==> src/rtl/dma_mem_rd_pack_if.sv <==
// Bundle of the request, memory-read and AXI-Stream signals of dma_mem_rd_pack.
// QICK_DMA_RD_TKEEP_EN adds m_axis_tkeep_o.
interface dma_mem_rd_pack_if #(
  parameter int MEM_AW = 16,
  parameter int MEM_DW = 16,
  parameter int DMA_DW = 64
);
  logic              dma_req_i;
  logic              dma_ack_o;
  logic [MEM_AW-1:0] dma_addr_i;
  logic [MEM_AW-1:0] dma_len_i;
  logic              busy_o;
  logic              mem_en_o;
  logic [MEM_AW-1:0] mem_addr_o;
  logic [MEM_DW-1:0] mem_dt_i;
  logic              m_axis_tready_i;
  logic              m_axis_tvalid_o;
  logic [DMA_DW-1:0] m_axis_tdata_o;
  logic              m_axis_tlast_o;
`ifdef QICK_DMA_RD_TKEEP_EN
  logic [DMA_DW/8-1:0] m_axis_tkeep_o;

  modport master (
    input  dma_req_i, dma_addr_i, dma_len_i, mem_dt_i, m_axis_tready_i,
    output dma_ack_o, busy_o, mem_en_o, mem_addr_o,
           m_axis_tvalid_o, m_axis_tdata_o, m_axis_tlast_o, m_axis_tkeep_o
  );
  modport slave (
    output dma_req_i, dma_addr_i, dma_len_i, mem_dt_i, m_axis_tready_i,
    input  dma_ack_o, busy_o, mem_en_o, mem_addr_o,
           m_axis_tvalid_o, m_axis_tdata_o, m_axis_tlast_o, m_axis_tkeep_o
  );
`else
  modport master (
    input  dma_req_i, dma_addr_i, dma_len_i, mem_dt_i, m_axis_tready_i,
    output dma_ack_o, busy_o, mem_en_o, mem_addr_o,
           m_axis_tvalid_o, m_axis_tdata_o, m_axis_tlast_o
  );
  modport slave (
    output dma_req_i, dma_addr_i, dma_len_i, mem_dt_i, m_axis_tready_i,
    input  dma_ack_o, busy_o, mem_en_o, mem_addr_o,
           m_axis_tvalid_o, m_axis_tdata_o, m_axis_tlast_o
  );
`endif
endinterface

==> src/rtl/dma_mem_rd_pack.sv <==
// DMA read engine: streams memory words into packed AXI-Stream beats with credit-based issue.
// Optional byte-enable output when QICK_DMA_RD_TKEEP_EN is defined.
//
// state   | meaning
// ST_IDLE | waiting for dma_req_i, ack low
// ST_RUN  | issuing reads and emitting beats until tlast is accepted
// ST_END  | ack high, waiting for dma_req_i to fall
module dma_mem_rd_pack #(
  parameter int MEM_AW      = 16,
  parameter int MEM_DW      = 16,
  parameter int DMA_DW      = 64,
  parameter int MEM_LATENCY = 3
) (
  input logic clk_i,
  input logic rst_i,
  dma_mem_rd_pack_if.master bus
);
  localparam int RATIO      = DMA_DW / MEM_DW;
  localparam int LW         = (RATIO > 1) ? $clog2(RATIO) : 1;
  localparam int FIFO_DEPTH = MEM_LATENCY + RATIO + 1;
  localparam int PW         = $clog2(FIFO_DEPTH);
  localparam int CW         = $clog2(FIFO_DEPTH + 1);

  typedef enum logic [1:0] {ST_IDLE, ST_RUN, ST_END} state_t;
  state_t state, state_nxt;

  logic                   latch;
  logic [MEM_AW-1:0]      addr_q, issue_left, pack_left;
  logic [MEM_LATENCY-1:0] sr;
  logic [CW-1:0]          inflight, fifo_cnt;
  logic [MEM_DW-1:0]      fifo_mem [FIFO_DEPTH];
  logic [PW-1:0]          wr_ptr, rd_ptr;
  logic [LW-1:0]          lane;
  logic [DMA_DW-1:0]      acc, beat_data, tdata_q;
  logic                   tvalid_q, tlast_q;

  logic              issue, in_vld, fifo_empty, word_avail, last_word, beat_end;
  logic              out_free, consume, push, pop;
  logic [MEM_DW-1:0] word;

  always_ff @(posedge clk_i) begin
    if (rst_i) state <= ST_IDLE;
    else       state <= state_nxt;
  end

  always_comb begin
    state_nxt = state;
    latch     = 1'b0;
    case (state)
      ST_IDLE: if (bus.dma_req_i) begin
        latch     = 1'b1;
        state_nxt = (bus.dma_len_i != '0) ? ST_RUN : ST_END;
      end
      ST_RUN:  if (tvalid_q && bus.m_axis_tready_i && tlast_q) state_nxt = ST_END;
      ST_END:  if (!bus.dma_req_i) state_nxt = ST_IDLE;
      default: state_nxt = ST_IDLE;
    endcase
  end

  // Credit covers reads in flight plus words parked in the FIFO, so returns can never overflow it.
  assign issue = (state == ST_RUN) && (issue_left != '0) &&
                 (({1'b0, inflight} + {1'b0, fifo_cnt}) < (CW+1)'(FIFO_DEPTH));

  assign in_vld     = sr[MEM_LATENCY-1];
  assign fifo_empty = (fifo_cnt == '0);
  assign word_avail = !fifo_empty || in_vld;
  // Fall-through: with an empty FIFO the returning word goes straight to the packer.
  assign word       = fifo_empty ? bus.mem_dt_i : fifo_mem[rd_ptr];
  assign last_word  = (pack_left == MEM_AW'(1));
  assign beat_end   = (lane == LW'(RATIO - 1)) || last_word;
  assign out_free   = !tvalid_q || bus.m_axis_tready_i;
  assign consume    = word_avail && (!beat_end || out_free);
  assign pop        = consume && !fifo_empty;
  assign push       = in_vld && !(consume && fifo_empty);

  always_comb begin
    beat_data = acc;
    beat_data[lane*MEM_DW +: MEM_DW] = word;
  end

`ifdef QICK_DMA_RD_TKEEP_EN
  localparam int BPL = MEM_DW / 8;
  logic [DMA_DW/8-1:0] keep_nxt, tkeep_q;

  always_comb begin
    keep_nxt = '0;
    for (int k = 0; k < RATIO; k++)
      if (k <= int'(lane)) keep_nxt[k*BPL +: BPL] = '1;
  end

  always_ff @(posedge clk_i) begin
    if (rst_i)                   tkeep_q <= '0;
    else if (consume && beat_end) tkeep_q <= keep_nxt;
  end

  assign bus.m_axis_tkeep_o = tkeep_q;
`endif

  always_ff @(posedge clk_i) begin
    if (push) fifo_mem[wr_ptr] <= bus.mem_dt_i;
  end

  always_ff @(posedge clk_i) begin
    if (rst_i) begin
      addr_q     <= '0;
      issue_left <= '0;
      pack_left  <= '0;
      sr         <= '0;
      inflight   <= '0;
      fifo_cnt   <= '0;
      wr_ptr     <= '0;
      rd_ptr     <= '0;
      lane       <= '0;
      acc        <= '0;
      tdata_q    <= '0;
      tvalid_q   <= 1'b0;
      tlast_q    <= 1'b0;
    end else begin
      if (latch) begin
        addr_q     <= bus.dma_addr_i;
        issue_left <= bus.dma_len_i;
      end else if (issue) begin
        addr_q     <= addr_q + MEM_AW'(1);
        issue_left <= issue_left - MEM_AW'(1);
      end

      sr       <= (sr << 1) | MEM_LATENCY'(issue);
      inflight <= inflight + CW'(issue) - CW'(in_vld);
      fifo_cnt <= fifo_cnt + CW'(push) - CW'(pop);
      if (push) wr_ptr <= (wr_ptr == PW'(FIFO_DEPTH - 1)) ? '0 : wr_ptr + PW'(1);
      if (pop)  rd_ptr <= (rd_ptr == PW'(FIFO_DEPTH - 1)) ? '0 : rd_ptr + PW'(1);

      if (latch)        pack_left <= bus.dma_len_i;
      else if (consume) pack_left <= pack_left - MEM_AW'(1);

      if (consume && beat_end) begin
        acc      <= '0;
        lane     <= '0;
        tdata_q  <= beat_data;
        tvalid_q <= 1'b1;
        tlast_q  <= last_word;
      end else begin
        if (consume) begin
          acc  <= beat_data;
          lane <= lane + LW'(1);
        end
        if (bus.m_axis_tready_i) tvalid_q <= 1'b0;
      end
    end
  end

  assign bus.dma_ack_o       = (state == ST_END);
  assign bus.busy_o          = (state == ST_RUN);
  assign bus.mem_en_o        = issue;
  assign bus.mem_addr_o      = addr_q;
  assign bus.m_axis_tvalid_o = tvalid_q;
  assign bus.m_axis_tdata_o  = tdata_q;
  assign bus.m_axis_tlast_o  = tlast_q;
endmodule
==> src/flat_wrapper.sv <==
// flat-port wrapper written by rule: the top's interface ports become plain ports
module dma_mem_rd_pack_flat 
#(
  parameter int MEM_AW      = 16,
  parameter int MEM_DW      = 16,
  parameter int DMA_DW      = 64,
  parameter int MEM_LATENCY = 3
)
  (clk_i, rst_i, bus_dma_req_i, bus_dma_addr_i, bus_dma_len_i, bus_mem_dt_i, bus_m_axis_tready_i, bus_dma_ack_o, bus_busy_o, bus_mem_en_o, bus_mem_addr_o, bus_m_axis_tvalid_o, bus_m_axis_tdata_o, bus_m_axis_tlast_o);
  dma_mem_rd_pack_if #(.MEM_AW(MEM_AW), .MEM_DW(MEM_DW), .DMA_DW(DMA_DW)) bus_i ();
  input logic clk_i;
  input logic rst_i;
  input wire logic [$bits(bus_i.dma_req_i)-1:0] bus_dma_req_i;
  input wire logic [$bits(bus_i.dma_addr_i)-1:0] bus_dma_addr_i;
  input wire logic [$bits(bus_i.dma_len_i)-1:0] bus_dma_len_i;
  input wire logic [$bits(bus_i.mem_dt_i)-1:0] bus_mem_dt_i;
  input wire logic [$bits(bus_i.m_axis_tready_i)-1:0] bus_m_axis_tready_i;
  output wire logic [$bits(bus_i.dma_ack_o)-1:0] bus_dma_ack_o;
  output wire logic [$bits(bus_i.busy_o)-1:0] bus_busy_o;
  output wire logic [$bits(bus_i.mem_en_o)-1:0] bus_mem_en_o;
  output wire logic [$bits(bus_i.mem_addr_o)-1:0] bus_mem_addr_o;
  output wire logic [$bits(bus_i.m_axis_tvalid_o)-1:0] bus_m_axis_tvalid_o;
  output wire logic [$bits(bus_i.m_axis_tdata_o)-1:0] bus_m_axis_tdata_o;
  output wire logic [$bits(bus_i.m_axis_tlast_o)-1:0] bus_m_axis_tlast_o;
  assign bus_i.dma_req_i = bus_dma_req_i;
  assign bus_i.dma_addr_i = bus_dma_addr_i;
  assign bus_i.dma_len_i = bus_dma_len_i;
  assign bus_i.mem_dt_i = bus_mem_dt_i;
  assign bus_i.m_axis_tready_i = bus_m_axis_tready_i;
  assign bus_dma_ack_o = bus_i.dma_ack_o;
  assign bus_busy_o = bus_i.busy_o;
  assign bus_mem_en_o = bus_i.mem_en_o;
  assign bus_mem_addr_o = bus_i.mem_addr_o;
  assign bus_m_axis_tvalid_o = bus_i.m_axis_tvalid_o;
  assign bus_m_axis_tdata_o = bus_i.m_axis_tdata_o;
  assign bus_m_axis_tlast_o = bus_i.m_axis_tlast_o;
  dma_mem_rd_pack #(.MEM_AW(MEM_AW), .MEM_DW(MEM_DW), .DMA_DW(DMA_DW), .MEM_LATENCY(MEM_LATENCY)) u_core (.clk_i(clk_i), .rst_i(rst_i), .bus(bus_i));
endmodule
==> config.mk <==
export PLATFORM = sky130hd
export DESIGN_NAME = dma_mem_rd_pack_flat
export DESIGN_NICKNAME = d
export VERILOG_FILES = /design/src/rtl/dma_mem_rd_pack_if.sv /design/src/rtl/dma_mem_rd_pack.sv /design/src/flat_wrapper.sv
export SDC_FILE = /design/constraint.sdc
export NUM_CORES = 1
export LEC_CHECK = 0
export CAP_MARGIN = 10
export CELL_PAD_IN_SITES_DETAIL_PLACEMENT = 0
export CELL_PAD_IN_SITES_GLOBAL_PLACEMENT = 2
export CORE_MARGIN = 3
export CORE_UTILIZATION = 35
export CTS_CLUSTER_DIAMETER = 30
export CTS_CLUSTER_SIZE = 16
export DETAILED_ROUTE_END_ITERATION = 7
export PLACE_DENSITY = 0.72
export SETUP_SLACK_MARGIN = 0.02
export SLEW_MARGIN = 20
export SYNTH_ARGS = -nofsm -noshare
export SYNTH_HDL_FRONTEND = slang
export SYNTH_SLANG_ARGS = --single-unit
export TNS_END_PERCENT = 10
==> constraint.sdc <==
create_clock -name clk_i -period 5.5 [get_ports clk_i]
set_input_delay 1.1 -clock clk_i [delete_from_list [all_inputs] [get_ports clk_i]]
set_output_delay 1.1 -clock clk_i [all_outputs]
set_load 0.005 [all_outputs]
==> results.py <==
metrics = {
    "detailed_routing": {
        "vias_per_cell": 5.52,
        "drt_iter0_drc": 877,
        "via_count": 12000,
        "drt_wl_total_um": 47600,
        "wl_per_cell_um": 21.9,
        "dr.pass1.iters": 5,
        "final_antenna_net_count": 0,
        "route.detailed.drc": 0,
    },
    "sta": {
        "hold_violations": 0,
        "fmax_ghz": 0.207,
        "rsz0062_at_grt": "false",
        "period_minus_slack_ns": 4.83,
        "slew_viol_final": 0,
        "fin_setup_tns_ns": 0,
        "min_period_over_period_pct": 87.8,
        "slew_headroom_pct": 34.6,
        "tightest_slew_ns": 0.980,
        "setup_viol": 0,
        "holdWs_ns": 0.435,
        "fin_skew_ns": 0.0315,
        "setup_slack_ns": 0.672,
    },
    "clock_network": {
        "clock_path_buffers": 3,
        "cts-resized-gates": 0,
        "clk_pin_slew_ns": 0.04,
        "htreeDepth": 3,
        "cts_buffers": 88,
        "cts_hold_buf": 0,
        "clockRootBuffer": "clkbuf_16",
        "clk_latency_ns": 0.61,
        "cts.sinks": 330,
        "cts_tree": "built",
        "postCtsSetupRepairBufs": 0,
    },
    "die": {
        "die_w_um": 212,
        "fp.dieH_um": 212,
        "io_pins": 137,
        "core-area_sq_um": 41500,
        "dieArea_sq_um": 45100,
        "row_count": 74,
        "initial_core_util_pct": 35.9,
    },
    "synthesis": {
        "syn_area_sq_um": 14900,
        "yosys_warnings": 0,
        "syn_nets": 1506,
        "yosys-top-cells-area": "dfxtp_1 (27%), edfxtp_1 (26%), nor3_1 (6.8%)",
        "synth-seq-cells": 330,
        "synth_edf_count": 128,
        "synth_top_flop_cell": "dfxtp_1",
        "synthCells": 1426,
        "synth_area_leader_cell": "dfxtp_1",
        "synth.yosys.seq_area_share_pct": 52.9,
        "synth_cell_types": 79,
        "async_flop_share_pct": 0,
        "synth_top_area_share_pct": 27.1,
        "syn_area_per_cell_sq_um": 10.5,
    },
    "power": {
        "p_leak_nw": 7.13,
        "pwr_density_cell_nw_per_um2": 599,
        "ir_drop_uv": 237,
    },
    "min_path": {
        "hp-class": "register to register",
        "hold_path_depth": 1,
        "hp-start": "u_core.sr[0]",
        "worst_hold_path.endpoint": "u_core.sr[1]",
    },
    "finish": {
        "area_growth_pct": 33.2,
        "nFillCells": 3840,
        "final_cells": 2176,
        "drive_gt1_share_pct": 16.8,
        "final_util_pct": 47.9,
        "multi_input_comb_area_sq_um": 6550,
        "register_area_sq_um": 7890,
        "diodes": 0,
        "fin_nets": 1650,
    },
    "global_route": {
        "antenna_found_initial": 0,
        "first_global_vias": 11900,
        "grt_pass1_wl_um": 72500,
        "use_met3_pct": 4.75,
        "grtUsageTotal_pct": 21.0,
        "grt_max_degree": 67,
        "grt_use_met2_pct": 31.8,
        "overflow": 0,
        "use_met1_pct": 30.1,
        "busiest_layer": "met2",
    },
    "place": {
        "post-place-ws_ns": 1.34,
        "portBuffers": 136,
        "dp.cells": 2012,
        "gp_congestion": 0.800,
        "dp_hpwl_um": 29600,
    },
    "worst_setup_path": {
        "path_buf_inv": 3,
        "r2r-end": "u_core.inflight[3]",
        "worst_r2r_path_depth": 12,
        "crit_path_end_kind": "output pin",
        "cp-start-kind": "register",
        "path_class": "register to output pin",
        "arrival_ns": 3.73,
        "required_ns": 4.40,
        "r2r_start": "u_core.issue_left[0]",
        "critPathMaxStageDelay_ns": 0.66,
        "crit_slowest_cell": "nor3_2",
        "path_max_fanout": 37,
        "r2r_setup_slack_ns": 2.01,
        "crit_family": "simple AND/OR/NAND/NOR gates",
        "cp_cell_sequence": "inv_1, ha_1, or3b_2, nor3_2, a21o_2, inv_2, clkdlybuf4s50_1",
    },
    "run_status": {
        "status": "complete, no violations",
    },
    "flow_run": {
        "cap_violations": 0,
    },
}
[report_power, final]
part	internal, mW	switching (mW)
Sequential	2.96	0.324
Combinational	1.36	1.99
Clock	3.65	1.62
Total	7.96	3.94
[area by class of cell]
cell class	count	area share [%]
flip-flops and latches	330	39.7
multi-input cells	962	33.0
clock buffers	108	12.0
repair buffers	162	7.82
clock inverters	56	3.68
well taps	532	3.35
inverters	26	0.491
[placed cells by master, fill, tap and decap left out, drive strengths merged, types with 30 or more instances in the layout]
master         count
clkdlybuf4s50    135
nor2             192
nand2             30
a21oi             90
edfxtp           128
mux4              32
nor3             205
inv               32
nor2b             76
a221o             64
clkbuf           108
dfxtp            202
[synthesized netlist by cell type (all sizes together) (17+ instances only)]
master	instances
a21oi	90
buf	49
a221o	64
clkbuf	59
a311oi	22
ha	26
edfxtp	128
mux2	17
nand2	30
dfxtp	202
o21ai	21
mux4	32
inv	26
nor2b	76
nor2	192
nor3	205
[cells by family after synthesis]
group / share of synthesized area, %
fa+ha+maj: 2.45
simple gates: 20.7
mux: 6.32
buf+inv: 3.95
flops: 52.9
compound gates: 13.0
xor+xnor: 0.646
[metrics by stage]
| stage | cell area (sq um) | power, mW |
|---|---|---|
| floorplan | 14900 | 5.57 |
| global placement | 16700 | 6.64 |
| detailed placement | 16700 | 6.68 |
| CTS | 19900 | 12.0 |
| global route | 19900 | 12.5 |
| finish | 19900 | 11.9 |
[flip-flops by register name, summed over array words and instances (netlist names), named ones only]
register,cells
u_core.fifo_mem,128
u_core.acc,64
u_core.bus.m_axis_tdata_o,64
u_core.bus.mem_addr_o,16
u_core.issue_left,16
u_core.pack_left,16
u_core.fifo_cnt,4
u_core.inflight,4
u_core.rd_ptr,3
u_core.sr,3
u_core.wr_ptr,3
u_core.lane,2
u_core.state,2
u_core.bus.m_axis_tlast_o,1
u_core.bus.m_axis_tvalid_o,1
[layer usage]
layer  vias up  part of all wire [%]
met4         0                   2.2
met1      5889                    47
met3        75                   5.7
met2       353                    45
li1       5689                     -
met5         -                     0
[worst reg2reg max path: stages (launching register included)]
cell and delay [ns]:
dfxtp_1 0.32, inv_1 0.08, ha_1 0.19, or3b_2 0.55, nor3_2 0.66, a21o_2 0.43, ha_1 0.25, inv_1 0.09
ha_1 0.27, a21o_1 0.16, a21oi_1 0.18, xnor2_1 0.13, nor2_1 0.05
[worst max path at each step]
| stage | end | depth (start not counted) | from |
|---|---|---|---|
| final | bus_mem_en_o | 7 | u_core.issue_left[0] |
| after global routing | bus_mem_en_o | 7 | u_core.issue_left[0] |
| after CTS | bus_mem_en_o | 7 | u_core.issue_left[0] |
| after detailed placement | bus_mem_en_o | 7 | u_core.issue_left[0] |
| after global placement | bus_mem_en_o | 7 | u_core.issue_left[0] |
| after floorplan | u_core.fifo_mem[1][0] | 4 | bus_m_axis_tready_i |
(Power assumes the default switching activity.)
